$ cat src/rtl/jt6295_enc.sv
// OKI/MSM6295-compatible 4-bit ADPCM encoder: signed 12-bit PCM in, packed nibble bytes out.
// Serial successive-approximation quantiser, 5 cycles per sample; the predictor mirrors the decoder.
module jt6295_enc #(
  parameter bit         CLR_ON_LAST = 1'b1,
  parameter logic [3:0] PAD_NIBBLE  = 4'h0
) (
  input  logic               clk,
  input  logic               rst,
  input  logic signed [11:0] pcm_in,
  input  logic               pcm_valid,
  output logic               pcm_ready,
  input  logic               pcm_last,
  output logic [7:0]         byte_out,
  output logic               byte_valid,
  input  logic               byte_ready,
  output logic               byte_last,
  output logic               busy
);

  localparam logic [2:0] IDLE = 3'd0;
  localparam logic [2:0] B2   = 3'd1;
  localparam logic [2:0] B1   = 3'd2;
  localparam logic [2:0] B0   = 3'd3;
  localparam logic [2:0] UPD  = 3'd4;

  function automatic logic [10:0] step_lut(input logic [5:0] i);
    case (i)
      6'd0:  step_lut = 11'd16;   6'd1:  step_lut = 11'd17;   6'd2:  step_lut = 11'd19;
      6'd3:  step_lut = 11'd21;   6'd4:  step_lut = 11'd23;   6'd5:  step_lut = 11'd25;
      6'd6:  step_lut = 11'd28;   6'd7:  step_lut = 11'd31;   6'd8:  step_lut = 11'd34;
      6'd9:  step_lut = 11'd37;   6'd10: step_lut = 11'd41;   6'd11: step_lut = 11'd45;
      6'd12: step_lut = 11'd50;   6'd13: step_lut = 11'd55;   6'd14: step_lut = 11'd60;
      6'd15: step_lut = 11'd66;   6'd16: step_lut = 11'd73;   6'd17: step_lut = 11'd80;
      6'd18: step_lut = 11'd88;   6'd19: step_lut = 11'd97;   6'd20: step_lut = 11'd107;
      6'd21: step_lut = 11'd118;  6'd22: step_lut = 11'd130;  6'd23: step_lut = 11'd143;
      6'd24: step_lut = 11'd157;  6'd25: step_lut = 11'd173;  6'd26: step_lut = 11'd190;
      6'd27: step_lut = 11'd209;  6'd28: step_lut = 11'd230;  6'd29: step_lut = 11'd253;
      6'd30: step_lut = 11'd279;  6'd31: step_lut = 11'd307;  6'd32: step_lut = 11'd337;
      6'd33: step_lut = 11'd371;  6'd34: step_lut = 11'd408;  6'd35: step_lut = 11'd449;
      6'd36: step_lut = 11'd494;  6'd37: step_lut = 11'd544;  6'd38: step_lut = 11'd598;
      6'd39: step_lut = 11'd658;  6'd40: step_lut = 11'd724;  6'd41: step_lut = 11'd796;
      6'd42: step_lut = 11'd876;  6'd43: step_lut = 11'd963;  6'd44: step_lut = 11'd1060;
      6'd45: step_lut = 11'd1166; 6'd46: step_lut = 11'd1282; 6'd47: step_lut = 11'd1411;
      default: step_lut = 11'd1552;
    endcase
  endfunction

  logic [2:0]         state_reg;
  logic signed [11:0] pred_reg;
  logic [5:0]         idx_reg;
  logic               half_reg;
  logic signed [12:0] diff_reg;
  logic               last_reg;
  logic [3:0]         code_reg;
  logic [11:0]        d_reg;
  logic [10:0]        st_reg;
  logic [7:0]         byte_out_reg;
  logic               byte_valid_reg;
  logic               byte_last_reg;

  logic [11:0]        st_now;
  logic [11:0]        abs_diff;
  logic [11:0]        st12;
  logic [11:0]        st_half;
  logic [11:0]        st_quart;
  logic [11:0]        st_eighth;
  logic [11:0]        delta;
  logic signed [12:0] pred_ext;
  logic signed [12:0] delta_ext;
  logic signed [12:0] pred_sum;
  logic signed [11:0] pred_next;
  logic signed [6:0]  idx_adj;
  logic signed [6:0]  idx_sum;
  logic [5:0]         idx_next;
  logic               transfer;

  assign pcm_ready  = (state_reg == IDLE) && !byte_valid_reg;
  assign transfer   = pcm_valid && pcm_ready;
  assign byte_out   = byte_out_reg;
  assign byte_valid = byte_valid_reg;
  assign byte_last  = byte_last_reg;
  assign busy       = (state_reg != IDLE) || byte_valid_reg;

  always_comb begin
    st_now    = {1'b0, step_lut(idx_reg)};
    abs_diff  = diff_reg[12] ? 12'(-diff_reg) : diff_reg[11:0];
    st12      = {1'b0, st_reg};
    st_half   = st12 >> 1;
    st_quart  = st12 >> 2;
    st_eighth = st12 >> 3;
    // Reconstruction exactly as the decoder sees it, not the encoder's residual.
    delta     = st_eighth
              + (code_reg[2] ? st12     : 12'd0)
              + (code_reg[1] ? st_half  : 12'd0)
              + (code_reg[0] ? st_quart : 12'd0);
    pred_ext  = {pred_reg[11], pred_reg};
    delta_ext = {1'b0, delta};
    pred_sum  = code_reg[3] ? (pred_ext - delta_ext) : (pred_ext + delta_ext);
    if (pred_sum > 13'sd2047)
      pred_next = 12'h7FF;
    else if (pred_sum < -13'sd2048)
      pred_next = 12'h800;
    else
      pred_next = pred_sum[11:0];

    case (code_reg[2:0])
      3'd4:    idx_adj = 7'sd2;
      3'd5:    idx_adj = 7'sd4;
      3'd6:    idx_adj = 7'sd6;
      3'd7:    idx_adj = 7'sd8;
      default: idx_adj = -7'sd1;
    endcase
    idx_sum = $signed({1'b0, idx_reg}) + idx_adj;
    if (idx_sum < 7'sd0)
      idx_next = 6'd0;
    else if (idx_sum > 7'sd48)
      idx_next = 6'd48;
    else
      idx_next = idx_sum[5:0];
  end

  always_ff @(posedge clk) begin
    if (rst) begin
      state_reg      <= IDLE;
      pred_reg       <= '0;
      idx_reg        <= '0;
      half_reg       <= 1'b0;
      diff_reg       <= '0;
      last_reg       <= 1'b0;
      code_reg       <= '0;
      d_reg          <= '0;
      st_reg         <= '0;
      byte_out_reg   <= '0;
      byte_valid_reg <= 1'b0;
      byte_last_reg  <= 1'b0;
    end else begin
      if (byte_valid_reg && byte_ready)
        byte_valid_reg <= 1'b0;

      case (state_reg)
        IDLE: begin
          if (transfer) begin
            diff_reg  <= $signed({pcm_in[11], pcm_in}) - pred_ext;
            last_reg  <= pcm_last;
            state_reg <= B2;
          end
        end
        B2: begin
          st_reg <= st_now[10:0];
          if (abs_diff >= st_now) begin
            code_reg <= {diff_reg[12], 3'b100};
            d_reg    <= abs_diff - st_now;
          end else begin
            code_reg <= {diff_reg[12], 3'b000};
            d_reg    <= abs_diff;
          end
          state_reg <= B1;
        end
        B1: begin
          if (d_reg >= st_half) begin
            code_reg[1] <= 1'b1;
            d_reg       <= d_reg - st_half;
          end
          state_reg <= B0;
        end
        B0: begin
          if (d_reg >= st_quart)
            code_reg[0] <= 1'b1;
          state_reg <= UPD;
        end
        UPD: begin
          pred_reg <= pred_next;
          idx_reg  <= idx_next;
          if (half_reg) begin
            byte_out_reg[3:0] <= code_reg;
            byte_valid_reg    <= 1'b1;
            byte_last_reg     <= last_reg;
            half_reg          <= 1'b0;
          end else if (last_reg) begin
            // Phrase ends on a high nibble: pad without touching the predictor.
            byte_out_reg   <= {code_reg, PAD_NIBBLE};
            byte_valid_reg <= 1'b1;
            byte_last_reg  <= 1'b1;
          end else begin
            byte_out_reg[7:4] <= code_reg;
            half_reg          <= 1'b1;
          end
          if (CLR_ON_LAST && last_reg) begin
            pred_reg <= '0;
            idx_reg  <= '0;
          end
          state_reg <= IDLE;
        end
        default: state_reg <= IDLE;
      endcase
    end
  end

endmodule

$ cat config.mk
export PLATFORM = sky130hd
export DESIGN_NAME = jt6295_enc
export DESIGN_NICKNAME = d
export VERILOG_FILES = /design/src/rtl/jt6295_enc.sv
export SDC_FILE = /design/constraint.sdc
export NUM_CORES = 1
export LEC_CHECK = 0
export CAP_MARGIN = 15
export CORE_ASPECT_RATIO = 1.4
export CORE_MARGIN = 2
export CORE_UTILIZATION = 57
export CTS_CLUSTER_DIAMETER = 80
export DETAILED_ROUTE_END_ITERATION = 8
export GPL_ROUTABILITY_DRIVEN = 1
export PLACE_DENSITY = 0.78
export SYNTH_ARGS = -nofsm -noshare
export SYNTH_HDL_FRONTEND = slang
export SYNTH_SLANG_ARGS = --single-unit
$ cat constraint.sdc
create_clock -name clk -period 5.25 [get_ports clk]
set_input_delay 1.05 -clock clk [delete_from_list [all_inputs] [get_ports clk]]
set_output_delay 1.05 -clock clk [all_outputs]
set_load 0.05 [all_outputs]
Yosys cells after proc, flatten, opt, wreduce, memory -nomap -nowiden
Memories as Yosys holds them, arrays and structs flattened. A register that Yosys moved wholly into a read port is not among the register bits.
Cells that the tools add are included.
{ "totals": {"register_bits": 73, "latchBits": 0, "ramBits": 0, "mem_bits_ro": 704, "in_bits": 17, "wordCells": 94, "mem_count": 1} }
{ "classes": {"addsub": 10, "n_mul": 0, "n_div": 0, "magnitude_cmp": 7, "n_eq_ne": 11, "shift": 0, "muxes": 34, "bitwise_logic": 1, "n_reduce_logical": 15} }
{ "mem_list": {"columns": ["name", "depth", "width", "rd", "rd_ports_with_merged_regs", "write_ports", "line_no", "source"], "rows": [
  ["(no name shown)", 64, 11, 1, 1, 0, "27", "case (i)"]
]} }
{ "op_table": {"columns": ["cell", "n"], "rows": [
  ["2-to-1 mux 12 bit", 6],
  ["2-to-1 mux 6 bit", 5],
  ["case mux 7 bit (4 select lines)", 1],
  ["case mux 12 bit (2 select lines)", 1],
  ["== test 3 bit (second input constant)", 5],
  ["adder 12 x 13 -> 13 bit", 1],
  ["> comparator 13 x 12 -> 1 bit (second input constant)", 1],
  ["less-than comparator 13 x 12 -> 1 bit (second input constant)", 1],
  ["2-to-1 mux 13 bit", 1],
  ["subtractor 12 x 12 -> 13 bit", 1],
  ["subtractor 12 x 13 -> 13 bit", 1],
  ["adder 12 x 10 -> 12 bit", 1],
  ["adder 12 x 9 -> 12 bit", 1],
  ["adder 8 x 11 -> 12 bit", 1],
  ["greater-or-equal comparator 12 x 10 -> 1 bit", 1],
  ["greater-or-equal comparator 12 x 11 -> 1 bit", 1],
  ["greater-or-equal comparator 12 x 9 -> 1 bit", 1],
  ["negation 12 bit", 1],
  ["case mux 3 bit (4 select lines)", 1],
  ["subtractor 12 x 10 -> 12 bit", 1],
  ["subtractor 12 x 11 -> 12 bit", 1],
  ["2-to-1 mux 11 bit", 1],
  ["2-to-1 mux 1 bit", 10],
  ["2-to-1 mux 10 bit", 1],
  ["18 further kinds", 32]
]} }

Depth between registers and ports, before layout
{ "logic_depth": {"ltp_word": 10, "mapped_depth": 24} }

Worst setup path before layout
OpenSTA, ideal clock, no wires.
{ "synth_timing": {"path_type": "register to register", "start": "register code_reg[2]", "end": "register pred_reg[10]", "arrival_ns": 5.514, "required_ns": 5.191, "slack_ns": -0.324, "path_stages_with_launch": 22, "path_buffers": 1, "synth_period_minus_slack_ns": 5.574, "cell_sequence": "dfxtp_1 > clkbuf_1 > nand2_1 > fa_1 > fa_1 > inv_1 > ha_1 > a211oi_1 > o21bai_1 > a21oi_1 > xnor2_1 > nor4_1 > a31oi_1 > xnor2_1 > ha_1 > and3_1 > a311oi_4 > o21bai_2 > a21oi_2 > xnor3_2 > nor3_4 > a221o_1"} }
{ "synth_between": {"elab_chain_cells": 10} }
{ "synth_lines": {"columns": ["element", "line_no", "source"], "rows": [
  ["from (decl)", "54", "logic [3:0] code_reg;"],
  ["from (signal assigned)", "151", "code_reg <= {diff_reg[12], 3'b100};"],
  ["from (signal assigned)", "154", "code_reg <= {diff_reg[12], 3'b000};"],
  ["2-to-1 mux 11 bit (*)", "93", "+ (code_reg[2] ? st12 : 12'd0)"],
  ["adder 8 x 11 -> 12 bit (*)", "93", null],
  ["adder 12 x 10 -> 12 bit (*)", "94", "+ (code_reg[1] ? st_half : 12'd0)"],
  ["adder 12 x 9 -> 12 bit (*)", "95", "+ (code_reg[0] ? st_quart : 12'd0);"],
  ["adder 12 x 13 -> 13 bit / subtractor 12 x 13 -> 13 bit (equally long branches)", "98", "pred_sum = code_reg[3] ? (pred_ext - delta_ext) : (pred_ext + delta_ext);"],
  ["2-to-1 mux 13 bit (*)", "98", null],
  ["less-than comparator 13 x 12 -> 1 bit", "101", "else if (pred_sum < -13'sd2048)"],
  ["2-to-1 mux 12 bit", "101", null],
  ["2-to-1 mux 12 bit (*)", "99", "if (pred_sum > 13'sd2047)"],
  ["2-to-1 mux 12 bit (*)", "188", "if (CLR_ON_LAST && last_reg) begin"],
  ["to (signal assigned)", "172", "pred_reg <= pred_next;"],
  ["to (decl)", "49", "logic signed [11:0] pred_reg;"]
]} }
Mark *: on every way between the ends. The rest lies on a longest branch, timed or not.
A chain may end at the register's enable or synchronous reset.

Worst setup path after layout
{ "layout_timing": {"start": "register st_reg[2]", "end": "register pred_reg[0]"} }
{ "layout_between": {"elab_chain_cells": 10} }
{ "layout_lines": {"columns": ["element", "line_no", "source"], "rows": [
  ["from (decl)", "56", "logic [10:0] st_reg;"],
  ["from (signal assigned)", "149", "st_reg <= st_now[10:0];"],
  ["2-to-1 mux 11 bit", "93", null],
  ["adder 8 x 11 -> 12 bit", "93", null],
  ["adder 12 x 10 -> 12 bit", "94", null],
  ["adder 12 x 9 -> 12 bit (*)", "95", null],
  ["adder 12 x 13 -> 13 bit / subtractor 12 x 13 -> 13 bit (equally long branches)", "98", null],
  ["2-to-1 mux 13 bit (*)", "98", null],
  ["less-than comparator 13 x 12 -> 1 bit", "101", null],
  ["2-to-1 mux 12 bit", "101", null],
  ["2-to-1 mux 12 bit (*)", "99", null],
  ["2-to-1 mux 12 bit (*)", "188", null]
]} }
Marks and branches as above.

==> results_dict.tcl <==
set metrics [dict create \
    status "finished, violations left" \
    violations "negative setup slack" \
    met1_usage_pct 33.0 \
    worstSetupPathType "reg2reg" \
    ys.flop_type "dfxtp_1" \
    fin_area_um2 9180 \
    finalMaxSlewViolations 0 \
    grt_max_degree 33 \
    grt_overflow 0 \
    drive_gt1_share_pct 12.5 \
    synth_area_um2 7950 \
    wl_um 21600 \
    synth.distinct_cells 91 \
    leakage_uw 0.00380 \
    cts.clk_slew.worst_paths_ns 0.07 \
    pwr-share-comb_pct 59.0 \
    avgViaCountPerCell 6.05 \
    syn_avg_cell_area_um2 7.83 \
    antenna_found_initial 0 \
    busiest_layer "met2" \
    setup_violations 11 \
    end_kind "flop" \
    dieArea_um2 14900 \
    dieWidth_um 104 \
    cp-start-kind "flop" \
    cts_buffers 9 \
    power.switching_uw 1490 \
    grtUsageMet3_pct 2.68 \
    power_frac_clock_pct 17.5 \
    syn-num-nets 1137 \
    grt_pass1_wl_um 33900 \
    tightest_slew_ns 0.771 \
    grt_pass1_vias 7234 \
    pwr-share-seq_pct 23.5 \
    grt_util_met2_pct 51.4 \
    hold_class "reg2reg" \
    cp_max_fo 6 \
    fmax_mhz 189 \
    cellInternalPower_uw 1970 \
    grt.total_usage_pct 28.1 \
    antenna_cells 0 \
    post-route-min-period_ns 5.30 \
    dpl_cell_area_um2 8650 \
    die_h_um 144 \
    vias 7615 \
    max_cap_violations 0 \
    coreArea_um2 13800 \
    io_pins 29 \
    power_switching_share_pct 43.1 \
    yosys_warnings 0 \
    cts.sinks 84 \
    rows 51 \
    finalHoldViolCount 0 \
    dp_slack_ns -0.0556 \
    cellPowerDensity_nw_per_um2 377 \
    worstPathRequired_ns 5.52 \
    yosysSeqAreaShare_pct 21.2 \
    numPortBuffers 28 \
    htree_levels 3 \
    detailed_place_hpwl_um 16400 \
    wl_per_cell_um 17.2 \
    ant_nets 0 \
    fin_tns_setup_ns -0.354 \
    holdWs_ns 0.472 \
    cts.path.max_buffers 2 \
    setup_slack_ns -0.0465 \
    drt_iter0_drc 459 \
    rsz0062_at_grt "yes" \
    drc 0 \
    synth_edf_count 0 \
    syn_to_final_growth_pct 15.5 \
    cts_root_buffer "clkbuf_16" \
    async_flop_share_pct 0 \
    gp_congestion 0.930 \
    finClkSkew_ns 0.00956 \
    ys_ff_latch 84 \
    crit_arrival_ns 5.57 \
    vdd_drop_max_v 0.000356 \
    fin_crit_sh_pct 101 \
    cts_hold_buf 0 \
    initial_utilization_pct 57.7 \
    netlist_instances 1015 \
    post-route-util_pct 66.6 \
    largest_register_ff_count 13 \
    dr.pass1.iters 5 \
    clock_latency_ns 0.34 \
    cts_tree "built" \
    finalNetCount 1191 \
    slew_headroom_pct 48.6 \
]
[through the flow]
step,total power [uW],instances
final,3460,1259
after CTS,3370,1253
after global routing,3710,1259
after floorplan,2310,1015
after detailed placement,2750,1235
after global placement,2720,1235
[cell usage after synthesis (4+ instances only)]
master	count	area, um2
o21ai_1	9	45.0
o21ai_0	54	270
ha_1	83	1040
a221o_1	9	90.1
a21boi_0	11	82.6
mux2i_1	7	70.1
nand3_1	20	100
or3_1	9	56.3
nor4_1	8	50.1
nand4_1	7	43.8
o211ai_1	12	90.1
or4_1	5	37.5
a211oi_1	13	97.6
o31ai_1	8	60.1
dfxtp_1	84	1680
clkbuf_1	29	109
xnor2_1	34	298
buf_1	4	15.0
and2_1	21	131
o21bai_1	5	37.5
nor2_1	79	297
o21a_1	9	67.6
xor2_1	17	149
nor2b_1	12	75.1
o41ai_1	4	35.0
and3_1	9	56.3
a31oi_1	14	87.6
fa_1	22	440
inv_1	85	319
a21o_1	12	90.1
nand2_1	121	454
nand2b_1	14	87.6
o31a_1	7	61.3
nor3_1	22	110
a21oi_1	63	315
a2bb2oi_1	4	35.0
a32oi_1	5	43.8
buf_2	4	20.0
[worst paths after layout]
kind / start / slack, ns / depth (start not counted) / to
worst max-delay path: st_reg[2] / -0.05 / 20 / pred_reg[0]
worst min-delay path: st_reg[0] / 0.47 / 2 / st_reg[0]
worst max register to register: st_reg[2] / -0.05 / 20 / pred_reg[0]
worst min register to register: st_reg[0] / 0.47 / 2 / st_reg[0]
[worst max-delay path: stages, from the launching register on]
cell	delay, ns
dfxtp_1	0.36
nand2_1	0.09
fa_1	0.50
inv_2	0.04
fa_1	0.54
ha_2	0.21
inv_2	0.05
fa_2	0.56
and3_4	0.20
nor2_2	0.04
xor2_1	0.17
ha_1	0.32
o21a_1	0.19
o31a_1	0.11
or4_4	0.45
a311oi_4	0.34
o21bai_2	0.10
a21oi_2	0.14
xnor3_2	0.37
maj3_2	0.33
o21ai_1	0.10
[power groups by stage]
stage	Sequential, uW	Combinational, uW	Clock (uW)
after floorplan	780	1530	0
after global placement	817	1900	0
after detailed placement	821	1930	0
after CTS	807	1960	607
after global routing	821	2250	636
final	813	2040	607
[layout make-up]
cell class,count,area (um2)
tap,185,231
clock buffer,11,243
fill,1159,4610
inverter,90,339
timing repair buffer,81,692
multi-input combinational,803,5940
clock inverter,5,37.5
sequential,84,1700
[cells in the final DEF (no fill, tap or decap), types with 8 or more instances in the layout]
cell               n
buf_4             49
or3_1              9
and2_1            21
clkbuf_16          9
o21a_1             9
clkdlybuf4s50_1   27
a21boi_0          10
nand2_1          120
xor2_1            14
nor2b_1           12
o31ai_1            8
ha_1              78
a21o_1            12
o21ai_1           11
nor3_1            21
inv_1             82
a221o_1            9
a21oi_1           62
nor2_1            77
a211oi_1          12
o211ai_1          12
o21ai_0           52
dfxtp_1           79
fa_1              21
nand3_1           20
nand2b_1          13
xnor2_1           33
a31oi_1           14
[routing by layer]
metal  vias to the layer above  share of wire [%]
met5                         -                  0
met4                         0                4.2
met3                        54                4.7
met2                       246                 50
met1                      3587                 41
li1                       3728                  -
[cells by family after synthesis]
group                      Yosys count  synth area share [%]
and+or+nand+nor                    348                  21.6
muxes                                8                  1.02
DFF                                 84                  21.2
buffers and inverters              129                  6.38
xor gates and xnor gates            52                  5.92
AOI/OAI and AO/OA                  287                  25.0
adders and majority gates          107                  18.9
[timing repair]
item / 4_1_cts / 5_1_grt
buffers inserted: 2 / 6
resized for setup: 7 / 36
endpoints found under the setup margin: 11 / 12
gates cloned: 0 / 1
pin swaps: 5 / 16
Power figures use the tool's default switching activity.
